**config.mk**
```make
export PLATFORM = sky130hd
export DESIGN_NAME = audio_decimator
export DESIGN_NICKNAME = d
export VERILOG_FILES = /design/src/rtl/audio_dec_pkg.sv /design/src/rtl/stream_hold_reg.sv /design/src/rtl/audio_decimator.sv
export SDC_FILE = /design/constraint.sdc
export NUM_CORES = 1
export LEC_CHECK = 0
export CORE_ASPECT_RATIO = 0.5
export CORE_MARGIN = 4
export CORE_UTILIZATION = 25
export CTS_CLUSTER_DIAMETER = 200
export CTS_CLUSTER_SIZE = 20
export DETAILED_ROUTE_END_ITERATION = 10
export HOLD_SLACK_MARGIN = 0.08
export MAX_ROUTING_LAYER = met4
export PLACE_DENSITY = 0.48
export SYNTH_ARGS = -nofsm -noshare
export SYNTH_HDL_FRONTEND = slang
export SYNTH_HIERARCHICAL = 1
export SYNTH_SLANG_ARGS = --single-unit
```
**constraint.sdc**
```tcl
create_clock -name clk -period 5.8 [get_ports clk]
set_input_delay 0.87 -clock clk [delete_from_list [all_inputs] [get_ports clk]]
set_output_delay 0.87 -clock clk [all_outputs]
set_load 0.01 [all_outputs]
```
**src/rtl/audio_dec_pkg.sv**
```systemverilog
// Shared types and default parameters for the audio decimation stage.
package audio_dec_pkg;

   typedef enum logic {DEC_PICK, DEC_AVG} dec_mode_t;
   typedef enum logic {BUF_EMPTY, BUF_FULL} buf_state_t;

   localparam int DEF_N        = 16;
   localparam int DEF_W        = 32;
   localparam int DEF_FRAC     = 8;
   localparam int DEF_MAX_LOG2 = 6;
   localparam int DEF_CNT_W    = 16;

endpackage

```
**src/rtl/stream_hold_reg.sv**
```systemverilog
// One-entry valid/ready output buffer; a load arriving while the held word
// is stalled is discarded and reported on the drop strobe.
module stream_hold_reg
   import audio_dec_pkg::*;
#(
   parameter int W = DEF_W
)(
   input  logic         clk,
   input  logic         reset,
   input  logic         load,
   input  logic [W-1:0] load_data,
   output logic         valid,
   input  logic         ready,
   output logic [W-1:0] data,
   output logic         drop
);

   buf_state_t   state_reg, state_next;
   logic [W-1:0] data_reg, data_next;

   always_ff @(posedge clk) begin
      if (reset) begin
         state_reg <= BUF_EMPTY;
         data_reg  <= '0;
      end else begin
         state_reg <= state_next;
         data_reg  <= data_next;
      end
   end

   always_comb begin
      state_next = state_reg;
      data_next  = data_reg;
      drop       = 1'b0;
      case (state_reg)
         BUF_EMPTY: begin
            if (load) begin
               state_next = BUF_FULL;
               data_next  = load_data;
            end
         end
         BUF_FULL: begin
            // Simultaneous transfer and load keeps the buffer full with no bubble
            if (load) begin
               if (ready) data_next = load_data;
               else       drop      = 1'b1;
            end else if (ready) begin
               state_next = BUF_EMPTY;
            end
         end
         default: state_next = BUF_EMPTY;
      endcase
   end

   assign valid = (state_reg == BUF_FULL);
   assign data  = data_reg;

endmodule

```
**src/rtl/audio_decimator.sv**
```systemverilog
// Decimates codec samples by 2^D (pick or boxcar average) into FFT-format
// words, counting results lost to downstream back-pressure.
module audio_decimator
   import audio_dec_pkg::*;
#(
   parameter int N        = DEF_N,
   parameter int W        = DEF_W,
   parameter int FRAC     = DEF_FRAC,
   parameter int MAX_LOG2 = DEF_MAX_LOG2,
   parameter int CNT_W    = DEF_CNT_W
)(
   input  logic                            clk,
   input  logic                            reset,
   input  logic                            x_valid,
   output logic                            x_ready,
   input  logic [N-1:0]                    x_data,
   output logic                            y_valid,
   input  logic                            y_ready,
   output logic [W-1:0]                    y_data,
   input  logic [$clog2(MAX_LOG2+1)-1:0]   dec_log2,
   input  logic                            mode,
   output logic [CNT_W-1:0]                drop_count
);

   localparam int DW = $clog2(MAX_LOG2 + 1);
   localparam int IW = (MAX_LOG2 > 0) ? MAX_LOG2 : 1;
   localparam int AW = N + MAX_LOG2;

   logic [DW-1:0]          d_req, d_q, d_cur;
   dec_mode_t              mode_q, mode_cur;
   logic [IW-1:0]          idx_reg, idx_next, last_idx;
   logic signed [AW-1:0]   acc_reg, acc_next, sample_ext, sum, avg;
   logic                   group_start, group_last, result_valid, drop;
   logic [N-1:0]           result;
   logic signed [W-1:0]    result_ext;
   logic [W-1:0]           result_word;
   logic [CNT_W-1:0]       drop_count_reg;

   assign x_ready = 1'b1;

   always_comb begin
      d_req       = (dec_log2 > DW'(MAX_LOG2)) ? DW'(MAX_LOG2) : dec_log2;
      group_start = (idx_reg == '0);
      // The first sample of a group already uses the freshly requested settings
      d_cur       = group_start ? d_req : d_q;
      mode_cur    = group_start ? dec_mode_t'(mode) : mode_q;
      last_idx    = IW'((32'd1 << d_cur) - 32'd1);
      group_last  = (idx_reg == last_idx);
      result_valid = x_valid && group_last;

      sample_ext  = AW'($signed(x_data));
      sum         = (group_start ? '0 : acc_reg) + sample_ext;
      avg         = sum >>> d_cur;
      result      = (mode_cur == DEC_AVG) ? avg[N-1:0] : x_data;
      result_ext  = W'($signed(result));
      result_word = result_ext << FRAC;

      idx_next = idx_reg;
      acc_next = acc_reg;
      if (x_valid) begin
         idx_next = group_last ? '0 : idx_reg + IW'(1);
         acc_next = sum;
      end
   end

   always_ff @(posedge clk) begin
      if (reset) begin
         idx_reg        <= '0;
         acc_reg        <= '0;
         d_q            <= d_req;
         mode_q         <= dec_mode_t'(mode);
         drop_count_reg <= '0;
      end else begin
         idx_reg <= idx_next;
         acc_reg <= acc_next;
         if (x_valid && group_start) begin
            d_q    <= d_req;
            mode_q <= dec_mode_t'(mode);
         end
         if (drop && (drop_count_reg != '1))
            drop_count_reg <= drop_count_reg + CNT_W'(1);
      end
   end

   assign drop_count = drop_count_reg;

   stream_hold_reg #(.W(W)) u_hold (
      .clk       (clk),
      .reset     (reset),
      .load      (result_valid),
      .load_data (result_word),
      .valid     (y_valid),
      .ready     (y_ready),
      .data      (y_data),
      .drop      (drop)
   );

endmodule

```
==> metrics.csv <==
stage;metric;value;unit
drt;vias;5533;
place;io_buffers;72;
sta;setup_viol_count_final;0;
global_routing;grt_pass1_wl;30100;microns
sta;finClkSkew;8.53;ps
clock_network;cts_buffer_depth;2;
yosys;ys.warnings.count;6;
drt;viasPerCell;5.00;
critical_path;startpoint_type;flop;
final_layout;largest_reg_flops;32;
critical_path;critPathKind;reg2reg;
yosys;synth.area.top_cells;dfxtp_1 25%, mux2i_1 9.8%, nand2b_1 7.4%;
clock_network;cts_tree;built;
flow_run;maxCapViolations;0;
sta;slew_headroom;40.4;%
drt;ant_nets;0;
pwr;p_leak;0.00277;uW
sta;max_freq;201;MHz
drt;drt-total-wl;18500;microns
global_routing;grt_overflow;0;
final_layout;final_cells;1106;
sta;period_needed;4970;ps
yosys;yosys.area.top_type_share;25.5;%
critical_path;slowest_delay;550;ps
clock_network;cts_made_buffers;9;
pwr;vdd_drop_max;137;uV
floorplanning;die_y;118;microns
worst_hold_path;hold_path.class;reg2reg;
pwr;p_per_area;232;nW/um^2
sta;rsz0062_at_grt;false;
yosys;synth_cell_type_count;73;
clock_network;clk_pin_slew_worst_paths;60;ps
yosys;syn-cell-area;6050;sq um
floorplanning;die_area;26900;sq um
floorplanning;core_area;23300;sq um
yosys;yosys_most_used_dff;dfxtp_1;
global_routing;antenna_found_initial;0;
floorplanning;row_count;39;
final_layout;syn_to_final_growth;20.5;%
run_status;status;finished, final reports clean;
critical_path;cp_max_fo;14;
critical_path;crit_chain;inv_1 > ha_1 > nor4b_4 > nand2_2 > buf_4 > and2_1 > ha_1 > nand2_1 > o21ai_0 > a2bb2oi_1 > nor3_1 > a211oi_1 > buf_4 > mux2_2 > o22ai_1 > a211oi_1 > nand2b_1 > mux2i_1;
drt;dr.pass1.iters;5;
clock_network;worstSkewPairLatency;360;ps
sta;post-route-period-util;85.8;%
drt;post-route-drc-count;0;
place;placed_cells;1091;
place;place_congestion;0.875;
pwr;finalPower;1690;uW
yosys;yosysTopAreaCell;dfxtp_1;
clock_network;clock_sinks;81;
yosys;synth_edf_count;4;
clock_network;cts_resized;0;
critical_path;critPathRequiredTime;6090;ps
critical_path;slowest_stage;a211oi_1;
sta;hold_viol;0;
yosys;synth_async_sr_flop_share;0;%
global_routing;grt_max_degree;68;
yosys;yosysSeqAreaShare;27.5;%
drt;drt_iter0_drc;377;
yosys;avgSynthCellArea;8.16;sq um
final_layout;nNetsFinal;845;
critical_path;critPathLaunch;idx_reg[0];
worst_hold_path;hold_path_startpoint;u_hold/data[13];
place;dp_hpwl;13900;microns
pwr;p_int;1090;uW
final_layout;n_antenna_cell;0;
pwr;p_seq_share;35.1;%
final_layout;drive_above_1_share;6.26;%
critical_path;cp-end-kind;flop;
sta;fin_setup_tns;0;ps
clock_network;post-cts-setup-buffers;0;
pwr;power_switching;598;uW
sta;maxSlewViolCount;0;
pwr;pwr-share-clk;32.1;%
pwr;p_comb_share;32.8;%
pwr;power_switching_share;35.4;%
clock_network;htreeDepth;3;
yosys;ys_seq_elements;81;
global_routing;grt_pass1_vias;5398;
clock_network;clock-root-buffer;clkbuf_16;
clock_network;postCtsHoldBufs;0;
global_routing;grt_usage;14.2;%
yosys;syn_inst;741;
critical_path;timing.rr.start;idx_reg[0];
floorplanning;start_util;26.0;%
critical_path;critPathArrivalTime;5270;ps
floorplanning;die_x;228;microns
sta;max_slew.worst_pin.slew;890;ps
drt;wire_per_inst;16.7;microns
floorplanning;num_io_pins;74;
==> cells in the mapped netlist, types with 5 or more instances <==
cell type / n
nor2_1: 76
buf_2: 5
nand4_1: 10
nand2b_1: 72
and2_1: 25
xor2_1: 19
o211ai_1: 16
mux2_2: 7
a21o_1: 11
clkbuf_1: 35
o21ai_0: 18
a21oi_1: 43
mux2i_1: 59
nand3_1: 18
xnor2_1: 17
a211oi_1: 16
a31oi_1: 5
a221o_1: 7
and3_1: 8
nor3_1: 14
nand2_1: 56
inv_1: 14
dfxtp_1: 77
ha_1: 25
==> per-stage QoR <==
step	hold slack, ps	utilization (%)	area [sq um]	worst slack, ps
2_1_floorplan	441	-	6070	1740
3_3_place_gp	457	30.2	7020	829
3_5_place_dp	455	30.2	7020	699
4_1_cts	475	31.3	7290	910
5_1_grt	496	31.3	7290	399
6_report	475	31.3	7290	826
==> worst max-delay path: cells and delay by family (launching register included) <==
kind                     cells  cell delay [ps]
flip-flops                   1              350
AND/OR/NAND/NOR              6             1160
AO/OA/AOI/OAI                5             1830
buffers and inverters        3              610
adder cells (fa/ha/maj)      2              640
multiplexers                 2              310
==> path summary, 6_finish.rpt <==
check                                       end  slack [ps]  cells past startpoint
worst min-delay path            u_hold/data[13]         470                      2
worst min register to register  u_hold/data[13]         470                      2
worst max register to register  u_hold/data[22]         830                     18
worst max-delay path            u_hold/data[22]         830                     18
==> area by class of cell <==
| type | instances | area (sq um) |
|---|---|---|
| sequential | 81 | 1660 |
| multi-input combinational | 606 | 4120 |
| inverter | 14 | 52.6 |
| timing repair buffer | 83 | 798 |
| clock buffer | 10 | 239 |
| fill | 2468 | 16000 |
| tap | 307 | 384 |
| clock inverter | 5 | 30.0 |
==> layout by cell type, fill, tap and decap left out, types with 4 or more instances in the layout <==
cell,instances
ha_1,25
nand4_1,10
nand2b_1,72
xnor2_1,17
a211oi_1,16
mux2i_1,59
nor2_1,76
and2_1,25
nand2_1,56
nand3_1,18
and3_1,8
xor2_1,19
a31oi_1,5
nor3_1,14
clkdlybuf4s50_1,71
o211ai_1,16
a21o_1,11
edfxtp_1,4
o21a_1,4
a221o_1,7
mux2_2,7
o21ai_0,18
clkbuf_16,9
conb_1,9
a21oi_1,43
dfxtp_1,77
inv_1,14
o221ai_1,4
buf_4,11
==> cell families (layout without fill, tap and decap cells) <==
| logic type | Yosys count | count (layout) | share of synthesized area, % |
|---|---|---|---|
| AOI/OAI and AO/OA | 169 | 169 | 20.0 |
| xor gates and xnor gates | 36 | 36 | 5.21 |
| adders and majority gates | 26 | 26 | 5.50 |
| buffers and inverters | 61 | 112 | 4.88 |
| DFF | 81 | 81 | 27.5 |
| muxes | 67 | 67 | 11.3 |
| other | 2 | 9 | 0.124 |
| and+or+nand+nor | 299 | 299 | 25.6 |
==> routing by layer <==
layer	track usage, %	vias up	routed length [microns]
met5	-	-	0
li1	-	2749	-
met3	3.34	21	896
met1	19.4	2650	9430
met4	4.55	0	301
met2	20.7	113	7850
==> power groups by stage <==
stage	Clock [uW]	Combinational [uW]	Sequential, uW
4_1_cts	573	547	592
3_3_place_gp	0	545	604
2_1_floorplan	0	388	602
3_5_place_dp	0	544	604
5_1_grt	592	606	594
6_report	542	553	592
Power figures use the tool's default switching activity.
